--- src/rtl/dmem_pkg.sv ---
// Constants and types shared by the data-memory / memory-mapped I/O subsystem.
package dmem_pkg;

    localparam logic [31:0] DEF_RAM_BASE   = 32'h0000_6000;
    localparam logic [31:0] DEF_RAM_STRIDE = 32'h0000_1000;
    localparam logic [31:0] DEF_IO_BASE    = 32'h0000_2000;

    localparam logic [7:0] LFSR_SEED = 8'hA5;
    // x^8+x^6+x^5+x^4+1 on a left-shifting register: XOR of bits 7, 5, 4 and 3.
    localparam logic [7:0] LFSR_TAPS = 8'b1011_1000;

    localparam int OFF_BTN0 = 0;

    function automatic int OFF_RAND(input int n_btn_ch);
        return 4 * n_btn_ch;
    endfunction

    function automatic int OFF_TIMER(input int n_btn_ch);
        return 4 * (n_btn_ch + 1);
    endfunction

    function automatic int OFF_ID(input int n_btn_ch);
        return 4 * (n_btn_ch + 2);
    endfunction

    typedef enum logic [2:0] {
        SEL_NONE,
        SEL_RAM,
        SEL_BTN,
        SEL_RAND,
        SEL_TIMER,
        SEL_ID
    } dmem_sel_e;

    function automatic logic [7:0] lfsr_next(input logic [7:0] s);
        return {s[6:0], ^(s & LFSR_TAPS)};
    endfunction

endpackage

--- src/rtl/btn_capture.sv ---
// Two-flop synchroniser, rising-edge detect and write-1-to-clear sticky flags
// for a group of BTN_W asynchronous inputs.
module btn_capture #(
    parameter int BTN_W = 2
) (
    input  logic             clk,
    input  logic             rst_n,
    input  logic [BTN_W-1:0] btn_i,
    input  logic [BTN_W-1:0] clr_i,
    output logic [BTN_W-1:0] level_o,
    output logic [BTN_W-1:0] sticky_o
);

    logic [BTN_W-1:0] meta_q;
    logic [BTN_W-1:0] level_q;
    logic [BTN_W-1:0] prev_q;
    logic [BTN_W-1:0] sticky_q;
    logic [BTN_W-1:0] sticky_d;

    // A set arriving together with a clear wins, so no press is ever lost.
    always_comb sticky_d = (sticky_q & ~clr_i) | (level_q & ~prev_q);

    // NOTE: non-blocking assignments make every flop sample its neighbour's pre-edge value.
    always_ff @(posedge clk) begin
        if (!rst_n) begin
            meta_q   <= '0;
            level_q  <= '0;
            prev_q   <= '0;
            sticky_q <= '0;
        end else begin
            meta_q   <= btn_i;
            level_q  <= meta_q;
            prev_q   <= level_q;
            sticky_q <= sticky_d;
        end
    end

    assign level_o  = level_q;
    assign sticky_o = sticky_q;

endmodule

--- src/rtl/data_memory_mmio.sv ---
// CPU data memory: dual-port video RAM plus button, timer-flag, random and ID
// registers, all read with one cycle of latency.
module data_memory_mmio
    import dmem_pkg::*;
#(
    parameter int          DATA_W     = 32,
    parameter int          RAM_DEPTH  = 8,
    parameter logic [31:0] RAM_BASE   = DEF_RAM_BASE,
    parameter logic [31:0] RAM_STRIDE = DEF_RAM_STRIDE,
    parameter logic [31:0] IO_BASE    = DEF_IO_BASE,
    parameter int          N_BTN_CH   = 2,
    parameter int          BTN_W      = 2,
    parameter int          RAND_MAX   = 6
) (
    input  logic                      clk,
    input  logic                      reset,
    input  logic [31:0]               addr_A,
    input  logic [DATA_W-1:0]         WD,
    input  logic                      WE,
    input  logic [31:0]               addr_B,
    input  logic [N_BTN_CH*BTN_W-1:0] botones,
    input  logic                      time_up,
    output logic [DATA_W-1:0]         RD,
    output logic [DATA_W-1:0]         DataVideo
);

    localparam int RAM_AW = (RAM_DEPTH > 1) ? $clog2(RAM_DEPTH) : 1;
    localparam int IDX_W  = (RAM_AW > 3) ? RAM_AW : 3;
    localparam int NB     = N_BTN_CH * BTN_W;
    localparam logic [7:0]        RAND_MOD = 8'(RAND_MAX);
    localparam logic [DATA_W-1:0] ID_VALUE =
        DATA_W'((RAM_DEPTH << 16) | (N_BTN_CH << 8) | BTN_W);

    typedef struct packed {
        dmem_sel_e        sel;
        logic [IDX_W-1:0] idx;
    } dec_t;

    // Exact-match decode: only the listed addresses hit, so a RAM write never aliases to word 0.
    function automatic dec_t decode(input logic [31:0] addr);
        dec_t d;
        d.sel = SEL_NONE;
        d.idx = '0;
        for (int i = 0; i < RAM_DEPTH; i++) begin
            if (addr == RAM_BASE + 32'(i) * RAM_STRIDE) begin
                d.sel = SEL_RAM;
                d.idx = IDX_W'(i);
            end
        end
        for (int k = 0; k < N_BTN_CH; k++) begin
            if (addr == IO_BASE + 32'(OFF_BTN0 + 4 * k)) begin
                d.sel = SEL_BTN;
                d.idx = IDX_W'(k);
            end
        end
        if (addr == IO_BASE + 32'(OFF_RAND(N_BTN_CH)))  d.sel = SEL_RAND;
        if (addr == IO_BASE + 32'(OFF_TIMER(N_BTN_CH))) d.sel = SEL_TIMER;
        if (addr == IO_BASE + 32'(OFF_ID(N_BTN_CH)))    d.sel = SEL_ID;
        return d;
    endfunction

    dec_t dec_a;
    dec_t dec_b;

    always_comb dec_a = decode(addr_A);
    always_comb dec_b = decode(addr_B);

    // ---------------- video RAM ----------------
    logic              we_ram;
    logic [DATA_W-1:0] mem [RAM_DEPTH];
    logic [DATA_W-1:0] ram_a_q;
    logic [DATA_W-1:0] ram_b_q;

    assign we_ram = WE && (dec_a.sel == SEL_RAM);

    // NOTE: the array and its read registers have no reset; outputs are zeroed by the
    // registered select instead, and writes stay live while reset is asserted.
    always_ff @(posedge clk) begin
        if (we_ram) mem[dec_a.idx[RAM_AW-1:0]] <= WD;
        ram_a_q <= mem[dec_a.idx[RAM_AW-1:0]];
        ram_b_q <= mem[dec_b.idx[RAM_AW-1:0]];
    end

    // ---------------- buttons and timer flag ----------------
    logic [NB-1:0] btn_level;
    logic [NB-1:0] btn_sticky;
    logic          tu_level;
    logic          tu_sticky;
    logic          tu_clr;

    for (genvar c = 0; c < N_BTN_CH; c++) begin : g_btn
        logic [BTN_W-1:0] clr;

        assign clr = (WE && dec_a.sel == SEL_BTN && dec_a.idx == IDX_W'(c))
                   ? WD[2*BTN_W-1:BTN_W] : '0;

        btn_capture #(.BTN_W(BTN_W)) u_btn (
            .clk     (clk),
            .rst_n   (reset),
            .btn_i   (botones[c*BTN_W +: BTN_W]),
            .clr_i   (clr),
            .level_o (btn_level[c*BTN_W +: BTN_W]),
            .sticky_o(btn_sticky[c*BTN_W +: BTN_W])
        );
    end

    assign tu_clr = WE && (dec_a.sel == SEL_TIMER) && WD[1];

    btn_capture #(.BTN_W(1)) u_timer (
        .clk     (clk),
        .rst_n   (reset),
        .btn_i   (time_up),
        .clr_i   (tu_clr),
        .level_o (tu_level),
        .sticky_o(tu_sticky)
    );

    // ---------------- random register ----------------
    logic [7:0] lfsr_q;
    logic [7:0] lfsr_d;
    logic [7:0] rand_q;
    logic [7:0] rand_d;

    always_comb begin
        lfsr_d = lfsr_next(lfsr_q);
        rand_d = (lfsr_q % RAND_MOD) + 8'd1;
    end

    // ---------------- read path ----------------
    logic [DATA_W-1:0] io_d;
    logic [DATA_W-1:0] io_q;
    dmem_sel_e         sel_q;
    logic              b_hit_q;

    // NOTE: io_d gets a default first so no branch can leave it unassigned and infer a latch.
    always_comb begin
        io_d = '0;
        case (dec_a.sel)
            SEL_BTN: begin
                for (int k = 0; k < N_BTN_CH; k++) begin
                    if (dec_a.idx == IDX_W'(k))
                        io_d = DATA_W'({btn_sticky[k*BTN_W +: BTN_W], btn_level[k*BTN_W +: BTN_W]});
                end
            end
            SEL_RAND:  io_d = DATA_W'(rand_q);
            SEL_TIMER: io_d = DATA_W'({tu_sticky, tu_level});
            SEL_ID:    io_d = ID_VALUE;
            default:   io_d = '0;
        endcase
    end

    always_ff @(posedge clk) begin
        if (!reset) begin
            sel_q   <= SEL_NONE;
            io_q    <= '0;
            b_hit_q <= 1'b0;
            lfsr_q  <= LFSR_SEED;
            rand_q  <= (LFSR_SEED % RAND_MOD) + 8'd1;
        end else begin
            sel_q   <= dec_a.sel;
            io_q    <= io_d;
            b_hit_q <= (dec_b.sel == SEL_RAM);
            lfsr_q  <= lfsr_d;
            rand_q  <= rand_d;
        end
    end

    assign RD        = (sel_q == SEL_RAM) ? ram_a_q : io_q;
    assign DataVideo = b_hit_q ? ram_b_q : '0;

endmodule
--- config.mk ---
export PLATFORM = sky130hd
export DESIGN_NAME = data_memory_mmio
export DESIGN_NICKNAME = d
export VERILOG_FILES = /design/src/rtl/dmem_pkg.sv /design/src/rtl/btn_capture.sv /design/src/rtl/data_memory_mmio.sv
export SDC_FILE = /design/constraint.sdc
export NUM_CORES = 1
export LEC_CHECK = 0
export ABC_AREA = 1
export CORE_AREA = 2 2 176 178
export DETAILED_ROUTE_END_ITERATION = 10
export DIE_AREA = 0 0 178 180
export PLACE_DENSITY = 0.79
export SLEW_MARGIN = 30
export SYNTH_ARGS = -nofsm -noshare
export SYNTH_HDL_FRONTEND = slang
export SYNTH_SLANG_ARGS = --single-unit
--- constraint.sdc ---
create_clock -name clk -period 6.98 [get_ports clk]
set_input_delay 1.396 -clock clk [delete_from_list [all_inputs] [get_ports clk]]
set_output_delay 1.396 -clock clk [all_outputs]
set_load 0.02 [all_outputs]
# Word level (Yosys, flattened, before mapping)
# Memories as Yosys holds them, arrays and structs flattened. A register that Yosys moved wholly into a read port is not among the register bits.
# Index checks and enable logic that the tools add are counted.
# classes
n_addsub	1
n_mul	0
n_div	1
order_cmp	0
n_eq_ne	34
shifts	0
n_mux	35
bitwise_logic	15
n_reduce_logical	8
# op_table
operator	count
32-bit by 16-bit == test with 1-bit output, second input constant	12
32-bit by 14-bit == test with 1-bit output, second input constant	10
32-bit by 15-bit == test with 1-bit output, second input constant	4
32-bit one-hot mux with 4 select lines	1
6-bit two-way mux	17
32-bit two-way mux	3
3-bit two-way mux	6
4-bit two-way mux	4
3-bit by 1-bit == test with 1-bit output, second input constant	4
8-bit by 1-bit adder with 8-bit output, second input constant	1
2-bit bitwise AND	4
8-bit by 3-bit modulo with 8-bit output, second input constant	1
2-bit inverter	4
8-bit parity	1
3-bit by 2-bit == test with 1-bit output, second input constant	2
3-bit == test, second input constant	2
1-bit logical AND	6
2-bit two-way mux	2
2-bit OR	2
3-bit zero test	1
1-bit bitwise AND	2
1-bit two-way mux	2
1-bit inverter	2
1-bit OR	1
# word_totals
regBits	72
latch_bits	0
ram_bits	256
rom_bits	0
inputBits	104
output_inout_bits	64
word_cells	112
memories	1
# mem_list
memory	depth	width	read_ports	rd_ports_with_merged_regs	write_ports	line	text
mem	8	32	2	2	1	data_memory_mmio.sv:70	logic [DATA_W-1:0] mem [RAM_DEPTH];

# Logic depth before layout (Yosys ltp)
# logic_depth
ltp_word	21
depth_mapped	26
ltp_nobuf	26

# Cells and area by module
# Synthesis repeated with hierarchy kept, for this count alone.
# hier_totals
hier_cells	2008
hier_area_um2	17797.1
# by_module_without_submodules
mod	n_inst	cells_each	area_each_um2	seq_area_each_um2
data_memory_mmio	1	1931	17155.2	9549.2
btn_capture at g_btn[0].u_btn ...	2	31	259.0	160.2
btn_capture at u_timer	1	15	123.9	80.1

# Worst setup path after synthesis
# No wires, ideal clock.
# synth_path
path_type	input -> register
start	input addr_A[1]
end	memory mem[0][0], enable pin
setup_time_ps	501
arrival_ps	5848
required_ps	6479
setup_slack_ps	631
path_stages	16
n_path_buf	0
path_cell_list	nor2_2 -> inv_2 -> nor2_4 -> nand2_2 -> nor2_4 -> nand2_4 -> clkinv_4 -> nand2_4 -> o31ai_4 -> a21oi_2 -> inv_2 -> or2_1 -> inv_2 -> nor3_2 -> inv_1 -> nor4_1
# synth_via
elab_chain_len	18
word_cells_on_any_way	30
classes_between	eq/ne: 14; mux: 15; reduce/logical: 1
# synth_rtl
item	line	text
from (decl)	data_memory_mmio.sv:17	input logic [31:0] addr_A,
32-bit by 15-bit == test with 1-bit output	data_memory_mmio.sv:45	if (addr == RAM_BASE + 32'(i) * RAM_STRIDE) begin
4-bit two-way mux (2 in series)	data_memory_mmio.sv:45	
6-bit two-way mux (6 in series)	data_memory_mmio.sv:45	
6-bit two-way mux (2 in series)	data_memory_mmio.sv:51	if (addr == IO_BASE + 32'(OFF_BTN0 + 4 * k)) begin
3-bit two-way mux	data_memory_mmio.sv:56	if (addr == IO_BASE + 32'(OFF_RAND(N_BTN_CH))) d.sel = SEL_RAND;
3-bit two-way mux	data_memory_mmio.sv:57	if (addr == IO_BASE + 32'(OFF_TIMER(N_BTN_CH))) d.sel = SEL_TIMER;
3-bit two-way mux	data_memory_mmio.sv:58	if (addr == IO_BASE + 32'(OFF_ID(N_BTN_CH))) d.sel = SEL_ID;
3-bit by 1-bit == test with 1-bit output	data_memory_mmio.sv:74	assign we_ram = WE && (dec_a.sel == SEL_RAM);
1-bit logical AND	data_memory_mmio.sv:74	
1-bit two-way mux	data_memory_mmio.sv:79	if (we_ram) mem[dec_a.idx[RAM_AW-1:0]] <= WD;
1-bit two-way mux (implied by the code)	data_memory_mmio.sv:79	
to (decl)	data_memory_mmio.sv:70	
# Several ways; a longest one is shown, not always the timed one.

# Worst setup path after layout
# layout_path
start	input addr_A[1]
end	memory mem[7][25], enable pin
# Same word-level chain as after synthesis.

==> flow_metrics.tcl <==
set metrics [dict create \
    start_util 0.5719 \
    io_buffers 167 \
    synth.distinct_cells 54 \
    status "finished, final reports clean" \
    post_drt_wl_per_cell_um 17.36 \
    synth_adder_area_share 0.002899 \
    place_congestion 0.8342 \
    drc_errors 0 \
    synth_edf_count 256 \
    required_ns 7.20 \
    numCtsBuffers 38 \
    synthXorXnorAreaFrac 0.001015 \
    finalHoldViolCount 0 \
    final_nets 2173 \
    yosys.area_share.simple 0.1931 \
    ys_top_cells_by_area "edfxtp_1 (45%), dfxtp_1 (13%), nand2_1 (11%)" \
    die_area_mm2 0.03204 \
    crit_chain "clkdlybuf4s50_1, nor2_2, inv_2, nor2_4, nand2_2, nor2_4, nand2_4, clkinv_4, nand2_4, o31ai_4, a21oi_2, buf_4, inv_2, or2_1, inv_2, nor3_2, nand2_1, nor2_4, buf_16" \
    grt_pass1_vias 13985 \
    overflow 0 \
    cp_max_fo 17 \
    synthMuxAreaShare 0.005218 \
    clock-sinks 369 \
    synth_top_family_by_area "simple AND/OR/NAND/NOR gates" \
    fp.dieH_um 180 \
    worst_pin_slew_ns 0.9437 \
    drt-total-wl_um 43240 \
    critPathMaxStageDelay_ns 0.57 \
    ctsResizeCount 0 \
    cts_setup_buffers 0 \
    power_density_mw_per_mm2 222.7 \
    grt_max_degree 257 \
    slowest_stage "nor2_4" \
    fin_skew_ns 0.01103 \
    clk_latency_ns 0.53 \
    total_power_w 0.004605 \
    critPathTopFamily "simple AND/OR/NAND/NOR gates" \
    ios 168 \
    cp_num_buf_inv 7 \
    core_area_mm2 0.03019 \
    grt_setup_unrepaired "no" \
    maxSlewHeadroom 0.3709 \
    place.detailed.hpwl_um 25320 \
    cp-start-kind "input pin" \
    drt-initial-drc-count 1345 \
    finalSetupTns_ns 0 \
    cts.clk_slew.worst_paths_ns 0.06 \
    setup_violations 0 \
    rows 64 \
    syn_to_final_growth_pct 19.77 \
    synth_top_area_frac 0.4453 \
    cts_root_buffer "clkbuf_16" \
    first_pass_iters 7 \
    finalMaxSlewViolations 0 \
    hold_buffers 0 \
    fmax_mhz 226.1 \
    drive_gt1_frac 0.07832 \
    drv_cap 0 \
    synth_area_per_cell_um2 8.940 \
    holdCritPathClass "reg2reg" \
    synthFlopType "edfxtp_1" \
    ant_nets 0 \
    stdcell_count 2491 \
    async_reset_ff_frac 0 \
    final_cell_mix "nand2_1 (517), edfxtp_1 (256), inv_1 (246), nor2_1 (207), clkdlybuf4s50_1 (167)" \
    placedCellCount 2420 \
    post-route-period-util 0.6336 \
    syn_area_mm2 0.01726 \
    antenna_found_initial 0 \
    yosysTopAreaCell "edfxtp_1" \
    clock_path_buffers 3 \
    syn_nets 2039 \
    ys_warn_count 0 \
    final_common_cell "nand2_1" \
    arrival_ns 4.64 \
    cts_tree "built" \
    cts_htree_levels 2 \
    synth_compound_area_frac 0.1375 \
    endpoint_kind "flip-flop" \
    p_leak_nw 8.624 \
    min_period_ns 4.423 \
    netlist_instances 1931 \
    ir_worst_vdd_v 0.0001673 \
    via_per_inst 5.603 \
    synth_seq_cells 369 \
    nFillCells 2205 \
    vias 13958 \
    crit_type "in2reg" \
    track_usage 0.2732 \
    ys_seq_area_frac 0.5763 \
    fp.dieW_um 178 \
    grt_pass1_wl_um 69150 \
]
==> power breakdown <==
| part | total, W | switching [W] | internal, W |
|---|---|---|---|
| logic | 0.000165 | 0.0000853 | 0.0000801 |
| registers | 0.00236 | 0.00000911 | 0.00235 |
| clock network | 0.00208 | 0.000830 | 0.00125 |
==> kinds of logic (layout without fill, tap and decap cells) <==
group,count (synthesis),after routing
simple gates,826,826
flops,369,369
compound gates,361,361
buf+inv,360,523
mux,8,8
fa+ha+maj,4,4
xor+xnor,2,2
other cells,1,2
==> final timing paths <==
kind                                               start                          to  slack (ns)  cells past startpoint
worst max-delay path                           addr_A[1]                  mem[7][25]        2.56                     19
worst min-delay path            g_btn[1].u_btn.prev_q[1]  g_btn[1].u_btn.sticky_o[1]        0.41                      1
worst max register to register                 lfsr_q[4]                   rand_q[4]        4.30                     23
worst min register to register  g_btn[1].u_btn.prev_q[1]  g_btn[1].u_btn.sticky_o[1]        0.41                      1
==> worst register-to-register path: cells and delay by family (launching register included) <==
family | cells | cell delay (ns)
and+or+nand+nor | 17 | 1.54
buffers and inverters | 4 | 0.31
DFF | 1 | 0.35
adders and majority gates | 2 | 0.37
==> layout make-up <==
type	count	area (um2)	share of cell area
Sequential cell	369	9951	0.4812
Clock inverter	20	210.2	0.01017
Clock buffer	49	1085	0.05246
Timing Repair Buffer	192	1992	0.09633
Inverter	262	988.4	0.04780
Tap cell	396	495.5	0.02396
Multi-Input combinational cell	1202	5953	0.2879
Antenna cell	1	2.502	0.0001210
==> registers in the layout, summed over array words and instances, names as in the netlist <==
| register | cells |
|---|---|
| b_hit_q | 1 |
| g_btn.u_btn.level_o | 4 |
| g_btn.u_btn.meta_q | 4 |
| g_btn.u_btn.prev_q | 4 |
| g_btn.u_btn.sticky_o | 4 |
| io_q | 9 |
| lfsr_q | 8 |
| mem | 256 |
| ram_a_q | 32 |
| ram_b_q | 32 |
| rand_q | 8 |
| sel_q | 3 |
| u_timer.level_o | 1 |
| u_timer.meta_q | 1 |
| u_timer.prev_q | 1 |
| u_timer.sticky_o | 1 |
==> cells in the mapped netlist (3+ instances only) <==
library cell    n
nand2_1       519
edfxtp_1      256
inv_1         246
nor2_1        212
o211ai_1      124
dfxtp_1       113
a21oi_1       102
buf_2          49
o21ai_1        49
clkbuf_1       38
nand3_1        35
a21o_1         33
o21ai_0        24
nor3_1         15
inv_2          13
nand2_2        12
o211ai_2        9
buf_1           8
mux2_2          8
nand4_1         8
nor4_1          6
ha_1            4
nor2_4          3
o2111ai_1       3
o21bai_1        3
==> through the flow <==
stage	setup WS, ns	utilization	hold slack, ns	cell area, um2
2_1_floorplan	0.6306	-	0.3895	17260
3_3_place_gp	1.908	0.6364	0.3938	19210
3_5_place_dp	2.039	0.6410	0.3983	19350
4_1_cts	2.524	0.6839	0.4072	20650
5_1_grt	2.258	0.6848	0.4226	20670
6_report	2.557	0.6849	0.4060	20680
==> metal layers <==
metal	vias up	GRT usage	part of all wire
li1	6661	-	-
met1	6495	0.3362	0.39
met2	654	0.4695	0.49
met3	148	0.04357	0.080
met4	0	0.1262	0.040
met5	-	0	0
(Power assumes the default switching activity.)
